===== src/rtl/cdr_lock_detect_if.sv =====
// Signal bundle between the CDR lock detector and its loop supervisor.
// The CDR_LD_STATS_EN macro adds the relock/unlock event counters.
`timescale 1ns/1ps

interface cdr_lock_detect_if #(
    parameter int CNT_W = 7
) ();
    logic             up;
    logic             down;
    logic             locked;
    logic             lock_lost;
    logic [1:0]       freq_hint;
    logic [CNT_W-1:0] activity;
`ifdef CDR_LD_STATS_EN
    logic [15:0]      relock_cnt;
    logic [15:0]      unlock_cnt;
`endif

    modport master (
        output up, down,
        input  locked, lock_lost, freq_hint, activity
`ifdef CDR_LD_STATS_EN
        , input relock_cnt, unlock_cnt
`endif
    );

    modport slave (
        input  up, down,
        output locked, lock_lost, freq_hint, activity
`ifdef CDR_LD_STATS_EN
        , output relock_cnt, unlock_cnt
`endif
    );
endinterface


===== src/rtl/cdr_lock_detect.sv =====
// CDR digital lock detector: synchronised PFD up/down activity per window drives an ACQ/CHECK/LOCKED FSM.
// Optional feature macro: CDR_LD_STATS_EN (adds saturating relock/unlock event counters).
`timescale 1ns/1ps

//  state     | meaning
//  ST_ACQ    | acquiring; waiting for the first quiet window
//  ST_CHECK  | counting consecutive quiet windows in r_qcnt
//  ST_LOCKED | locked; drops back to ST_ACQ only above UNLOCK_THR
module cdr_lock_detect #(
    parameter int WIN_LEN     = 64,
    parameter int CNT_W       = 7,
    parameter int LOCK_THR    = 4,
    parameter int UNLOCK_THR  = 16,
    parameter int LOCK_WINS   = 4,
    parameter int SYNC_STAGES = 2
) (
    input  logic              i_refclk,
    input  logic              i_rst,
    cdr_lock_detect_if.slave  bus
);
    localparam int QW = (LOCK_WINS < 2) ? 1 : $clog2(LOCK_WINS + 1);

    localparam logic [CNT_W-1:0] LP_WIN_LAST   = CNT_W'(WIN_LEN - 1);
    localparam logic [CNT_W-1:0] LP_LOCK_THR   = CNT_W'(LOCK_THR);
    localparam logic [CNT_W-1:0] LP_UNLOCK_THR = CNT_W'(UNLOCK_THR);
    localparam logic [QW-1:0]    LP_QMAX       = QW'(LOCK_WINS);

    typedef enum logic [1:0] {
        ST_ACQ    = 2'd0,
        ST_CHECK  = 2'd1,
        ST_LOCKED = 2'd2
    } state_t;

    logic [SYNC_STAGES-1:0] r_up_sync;
    logic [SYNC_STAGES-1:0] r_dn_sync;
    logic [CNT_W-1:0]       r_win;
    logic [CNT_W-1:0]       r_act_acc;
    logic [CNT_W-1:0]       r_up_acc;
    logic [CNT_W-1:0]       r_dn_acc;
    logic [CNT_W-1:0]       r_activity;
    logic [1:0]             r_freq_hint;
    logic                   r_lock_lost;
    state_t                 r_state;
    logic [QW-1:0]          r_qcnt;

    logic                   w_up_s;
    logic                   w_dn_s;
    logic                   w_eow;
    logic [CNT_W-1:0]       w_act_next;
    logic [CNT_W-1:0]       w_up_next;
    logic [CNT_W-1:0]       w_dn_next;
    logic                   w_quiet;
    logic [QW-1:0]          w_qinc;
    state_t                 w_state_next;
    logic [QW-1:0]          w_qcnt_next;
    logic                   w_lose;

    always_ff @(posedge i_refclk or posedge i_rst) begin
        if (i_rst) begin
            r_up_sync <= '0;
            r_dn_sync <= '0;
        end else begin
            r_up_sync <= {r_up_sync[SYNC_STAGES-2:0], bus.up};
            r_dn_sync <= {r_dn_sync[SYNC_STAGES-2:0], bus.down};
        end
    end

    assign w_up_s = r_up_sync[SYNC_STAGES-1];
    assign w_dn_s = r_dn_sync[SYNC_STAGES-1];
    assign w_eow  = (r_win == LP_WIN_LAST);

    // The end-of-window evaluation must include the sample taken in that same cycle.
    assign w_act_next = r_act_acc + {{(CNT_W-1){1'b0}}, (w_up_s | w_dn_s)};
    assign w_up_next  = r_up_acc  + {{(CNT_W-1){1'b0}}, w_up_s};
    assign w_dn_next  = r_dn_acc  + {{(CNT_W-1){1'b0}}, w_dn_s};
    assign w_quiet    = (w_act_next <= LP_LOCK_THR);
    assign w_qinc     = r_qcnt + QW'(1);

    always_ff @(posedge i_refclk or posedge i_rst) begin
        if (i_rst) begin
            r_win       <= '0;
            r_act_acc   <= '0;
            r_up_acc    <= '0;
            r_dn_acc    <= '0;
            r_activity  <= '0;
            r_freq_hint <= 2'b00;
        end else if (w_eow) begin
            r_win       <= '0;
            r_act_acc   <= '0;
            r_up_acc    <= '0;
            r_dn_acc    <= '0;
            r_activity  <= w_act_next;
            if (w_up_next > w_dn_next) begin
                r_freq_hint <= 2'b01;
            end else if (w_dn_next > w_up_next) begin
                r_freq_hint <= 2'b10;
            end else begin
                r_freq_hint <= 2'b00;
            end
        end else begin
            r_win     <= r_win + CNT_W'(1);
            r_act_acc <= w_act_next;
            r_up_acc  <= w_up_next;
            r_dn_acc  <= w_dn_next;
        end
    end

    always_ff @(posedge i_refclk or posedge i_rst) begin
        if (i_rst) begin
            r_state     <= ST_ACQ;
            r_qcnt      <= '0;
            r_lock_lost <= 1'b0;
        end else begin
            r_state     <= w_state_next;
            r_qcnt      <= w_qcnt_next;
            r_lock_lost <= w_lose;
        end
    end

    always_comb begin
        w_state_next = r_state;
        w_qcnt_next  = r_qcnt;
        w_lose       = 1'b0;
        if (w_eow) begin
            case (r_state)
                ST_ACQ: begin
                    if (w_quiet) begin
                        w_qcnt_next  = QW'(1);
                        w_state_next = (LOCK_WINS == 1) ? ST_LOCKED : ST_CHECK;
                    end
                end
                ST_CHECK: begin
                    if (w_quiet) begin
                        w_qcnt_next = w_qinc;
                        if (w_qinc >= LP_QMAX) begin
                            w_state_next = ST_LOCKED;
                        end
                    end else begin
                        w_qcnt_next  = '0;
                        w_state_next = ST_ACQ;
                    end
                end
                ST_LOCKED: begin
                    // Activity between the two thresholds is tolerated while locked.
                    if (w_act_next > LP_UNLOCK_THR) begin
                        w_qcnt_next  = '0;
                        w_state_next = ST_ACQ;
                        w_lose       = 1'b1;
                    end
                end
                default: begin
                    w_qcnt_next  = '0;
                    w_state_next = ST_ACQ;
                end
            endcase
        end
    end

    assign bus.locked    = (r_state == ST_LOCKED);
    assign bus.lock_lost = r_lock_lost;
    assign bus.freq_hint = r_freq_hint;
    assign bus.activity  = r_activity;

`ifdef CDR_LD_STATS_EN
    logic [15:0] r_relock_cnt;
    logic [15:0] r_unlock_cnt;
    logic        w_enter_lock;

    assign w_enter_lock = (w_state_next == ST_LOCKED) && (r_state != ST_LOCKED);

    always_ff @(posedge i_refclk or posedge i_rst) begin
        if (i_rst) begin
            r_relock_cnt <= '0;
            r_unlock_cnt <= '0;
        end else begin
            if (w_enter_lock && (r_relock_cnt != 16'hFFFF)) begin
                r_relock_cnt <= r_relock_cnt + 16'd1;
            end
            if (w_lose && (r_unlock_cnt != 16'hFFFF)) begin
                r_unlock_cnt <= r_unlock_cnt + 16'd1;
            end
        end
    end

    assign bus.relock_cnt = r_relock_cnt;
    assign bus.unlock_cnt = r_unlock_cnt;
`endif

endmodule


===== src/flat_wrapper.sv =====
// flat-port wrapper written by rule: the top's interface ports become plain ports
module cdr_lock_detect_flat 
#(
    parameter int WIN_LEN     = 64,
    parameter int CNT_W       = 7,
    parameter int LOCK_THR    = 4,
    parameter int UNLOCK_THR  = 16,
    parameter int LOCK_WINS   = 4,
    parameter int SYNC_STAGES = 2
)
  (i_refclk, i_rst, bus_up, bus_down, bus_locked, bus_lock_lost, bus_freq_hint, bus_activity);
  cdr_lock_detect_if #(.CNT_W(CNT_W)) bus_i ();
  input  logic i_refclk;
  input  logic i_rst;
  input wire logic [$bits(bus_i.up)-1:0] bus_up;
  input wire logic [$bits(bus_i.down)-1:0] bus_down;
  output wire logic [$bits(bus_i.locked)-1:0] bus_locked;
  output wire logic [$bits(bus_i.lock_lost)-1:0] bus_lock_lost;
  output wire logic [$bits(bus_i.freq_hint)-1:0] bus_freq_hint;
  output wire logic [$bits(bus_i.activity)-1:0] bus_activity;
  assign bus_i.up = bus_up;
  assign bus_i.down = bus_down;
  assign bus_locked = bus_i.locked;
  assign bus_lock_lost = bus_i.lock_lost;
  assign bus_freq_hint = bus_i.freq_hint;
  assign bus_activity = bus_i.activity;
  cdr_lock_detect #(.WIN_LEN(WIN_LEN), .CNT_W(CNT_W), .LOCK_THR(LOCK_THR), .UNLOCK_THR(UNLOCK_THR), .LOCK_WINS(LOCK_WINS), .SYNC_STAGES(SYNC_STAGES)) u_core (.i_refclk(i_refclk), .i_rst(i_rst), .bus(bus_i));
endmodule

===== config.mk =====
export PLATFORM = sky130hd
export DESIGN_NAME = cdr_lock_detect_flat
export DESIGN_NICKNAME = d
export VERILOG_FILES = /design/src/rtl/cdr_lock_detect_if.sv /design/src/rtl/cdr_lock_detect.sv /design/src/flat_wrapper.sv
export SDC_FILE = /design/constraint.sdc
export NUM_CORES = 1
export LEC_CHECK = 0
export ABC_AREA = 1
export BUFFER_PORTS_ARGS = -buffer_cell sky130_fd_sc_hd__buf_2
export CAP_MARGIN = 20
export CORE_UTILIZATION = 45
export CTS_CLUSTER_SIZE = 14
export DETAILED_ROUTE_END_ITERATION = 12
export SYNTH_ARGS = -nofsm -noshare
export SYNTH_HDL_FRONTEND = slang
export SYNTH_SLANG_ARGS = --single-unit

===== constraint.sdc =====
create_clock -name i_refclk -period 6 [get_ports i_refclk]
set_input_delay 0.9 -clock i_refclk [delete_from_list [all_inputs] [get_ports i_refclk]]
set_output_delay 0.9 -clock i_refclk [all_outputs]
set_load 0.02 [all_outputs]

==> impl_metrics.csv <==
group,metric,value,unit
yosys,synth_top_family_by_area,"simple AND/OR/NAND/NOR gates",
place,gp_congestion,0.745,
place,hpwlAfterDp,2.88,mm
power,leakagePower,1.32,nW
clocking,clock_sinks,47,
sta,max_slew.worst_pin.slew,0.484,ns
yosys,ys_warn_count,0,
sta,rsz0062_at_grt,"no",
sta,fin_setup_tns,0,ns
critical_path,endpoint,"u_core.bus.freq_hint[1]",
clocking,cts_resized,0,
clocking,tritoncts,"yes",
power,ir_drop,0.264,mV
finish,drive_gt1_frac,0.139,
yosys,yosys.area_share.simple,0.220,
sta,slew_headroom,0.677,
place,place_inst,324,
clocking,cts_hold_buf,0,
yosys,syn_nets,265,
yosys,ys.flop_type,"dfrtp_1",
clocking,cts.reportedPaths.clkPinSlew,0.08,ns
power,pwr-share-comb,0.387,
floorplan,core,0.00479,mm²
critical_path,worstSetupPathType,"register to register",
routing,wl,3.86,mm
power,power.density,408,mW/mm²
power,switchingPower,392,µW
clocking,clock_path_buffers,2,
routing,wire_per_inst,11.6,µm
power,seq_power_share,0.431,
routing,first_iter_violations,47,
routing,ant_nets,0,
yosys,yosysSeqAreaShare,0.521,
global_route,grt.total_usage,0.168,
clocking,clk_latency,0.30,ns
routing,drc,0,
critical_path,cp.required,6.20,ns
yosys,synthXorXnorAreaFrac,0.0466,
power,clkPwrFrac,0.182,
yosys,synth_top_area_frac,0.521,
finish,final_cell_mix,"dfrtp_1, nand2_1, nor2_1",
yosys,synth-edff-count,0,
power,p_sw_frac,0.384,
global_route,grt_pass1_vias,1517,
place,dp_slack,3.65,ns
sta,fmax,426,MHz
yosys,synth_compound_area_frac,0.0599,
sta,timing.final.max_slew_violations,0,
place,port_buffers,14,
critical_path,timing.rr.end,"u_core.bus.freq_hint[1]",
sta,fin_skew,0.00587,ns
routing,drt_pass1_iterations,4,
flow_run,cap_viol_max_count,0,
yosys,synth_adder_area_share,0.0831,
clocking,ctsRootBufferMaster,"clkbuf_8",
finish,antennaDiodeCount,0,
finish,area_growth,10.9,%
critical_path,end_kind,"register",
yosys,yosysTopAreaCell,"dfrtp_1",
sta,hold_viol,0,
global_route,grt_antenna_before_repair,0,
sta,finalWorstSetupSlack,3.65,ns
floorplan,ioPinCount,15,
critical_path,r2r-start,"u_core.r_up_sync[1]",
global_route,grt_max_degree,48,
yosys,synth.distinct_cells,31,
clocking,htreeDepth,2,
global_route,grt_pass1_wl,6.61,mm
critical_path,worstSetupStartpoint,"u_core.r_up_sync[1]",
critical_path,reg2reg_depth,12,
worst_hold_path,hold_path.class,"register to register",
yosys,synth_cells,246,
yosys,synthMuxAreaShare,0,
sta,setup_viol,0,
routing,vias,1586,
clocking,cts_buffers,5,
global_route,overflow,0,
power,internal_power,629,µW
sta,fin_crit,2.35,ns
floorplan,die_y,72.8,µm
finish,layout.cells.non_filler,333,
clocking,cts_post_setup_buffers_inserted,0,
yosys,async_flop_share,1.00,
outcome,status,"completed",
finish,layout.nets,284,
yosys,ys_ff_latch,47,
finish,fillers,443,
sta,period_share,0.392,
critical_path,start_kind,"register",
floorplan,start_util,0.472,
yosys,avgSynthCellArea,9.18,µm²
routing,routed_via_density,4.76,
critical_path,worstPathArrival,2.55,ns
finish,final_common_cell,"dfrtp_1",
floorplan,rows,25,
critical_path,r2r_setup_slack,3.65,ns
critical_path,crit_fanout,3,
yosys,ys_top_cells_by_area,"dfrtp_1, ha_1, nand2_1, inv_1, nor2_1",
floorplan,die-area,0.00530,mm²
floorplan,die_w,72.8,µm
yosys,netlist_area,0.00226,mm²
-- final cells by class --
| class | instances | area (µm²) | share of cell area |
|---|---|---|---|
| clock buffers | 6 | 72.6 | 0.0290 |
| clock inverters | 2 | 12.5 | 0.00500 |
| inverters | 36 | 135 | 0.0540 |
| multi-input cells | 159 | 925 | 0.370 |
| flip-flops and latches | 47 | 1180 | 0.470 |
| well taps | 67 | 83.8 | 0.0335 |
| repair buffers | 16 | 97.6 | 0.0390 |
-- cell usage after synthesis (2+ instances only) --
cell and count:
nand4_1 5, nand3_2 2, buf_2 2, dfrtp_1 47, nor2_1 35, ha_1 15
a21oi_1 6, xor2_1 10, o21a_1 2, nand3_1 12, o21ai_0 6, inv_1 35
o21ai_1 5, nor3b_1 2, nand2_2 5, xnor2_1 2, nand2_1 40, nor3_1 2
-- state kept, by name, indices dropped and copies added (netlist names) --
register              count
u_core.bus.activity       7
u_core.r_act_acc          7
u_core.r_dn_acc           7
u_core.r_up_acc           7
u_core.r_win              7
u_core.r_qcnt             3
u_core.bus.freq_hint      2
u_core.r_dn_sync          2
u_core.r_state            2
u_core.r_up_sync          2
u_core.bus.lock_lost      1
-- logic make-up (layout without fill, tap and decap cells) --
logic type,after synthesis,in the layout
flops,47,47
xor+xnor,12,12
compound gates,23,23
fa+ha+maj,15,15
simple gates,109,109
buf+inv,40,60
-- routing by layer --
layer / part of all wire / track usage / up-vias
li1: - / - / 824
met1: 0.49 / 0.208 / 735
met2: 0.47 / 0.281 / 20
met3: 0.019 / 0.0331 / 7
met4: 0.020 / 0.0850 / 0
met5: 0 / 0 / -
-- metrics by stage --
| step | utilization | hold slack [ns] | power, mW | instance area (µm²) |
|---|---|---|---|---|
| after floorplan | - | 0.331 | 0.751 | 2260 |
| after global placement | 0.501 | 0.332 | 0.829 | 2400 |
| after detailed placement | 0.501 | 0.336 | 0.839 | 2400 |
| after CTS | 0.519 | 0.356 | 1.03 | 2480 |
| after global routing | 0.523 | 0.365 | 1.11 | 2500 |
| final | 0.523 | 0.353 | 1.02 | 2500 |
-- worst min path at each step --
stage                          endpoint  slack [ns]  cells past startpoint                 from
finish              u_core.r_dn_sync[1]        0.35                      0  u_core.r_dn_sync[0]
global route        u_core.r_dn_sync[1]        0.37                      0  u_core.r_dn_sync[0]
CTS                 u_core.r_dn_sync[1]        0.36                      0  u_core.r_dn_sync[0]
detailed placement  u_core.r_dn_sync[1]        0.34                      0  u_core.r_dn_sync[0]
global placement    u_core.r_dn_sync[1]        0.33                      0  u_core.r_dn_sync[0]
floorplan           u_core.r_dn_sync[1]        0.33                      0  u_core.r_dn_sync[0]
-- critical path: stages (launching register included) --
cell      delay [ns]
dfrtp_1         0.39
ha_1            0.23
ha_1            0.24
nand2_1         0.07
inv_1           0.06
nand2_1         0.07
xor2_1          0.20
inv_1           0.07
ha_1            0.29
nand4_1         0.15
o221ai_1        0.21
nand2_1         0.12
o21a_1          0.13
-- power groups by stage --
stage	logic (mW)	registers [mW]	clock network, mW
final	0.395	0.440	0.186
after global routing	0.457	0.451	0.205
after CTS	0.396	0.440	0.194
after detailed placement	0.393	0.446	0
after global placement	0.384	0.444	0
after floorplan	0.317	0.434	0
No activity file was read; power rests on OpenSTA's default activity.
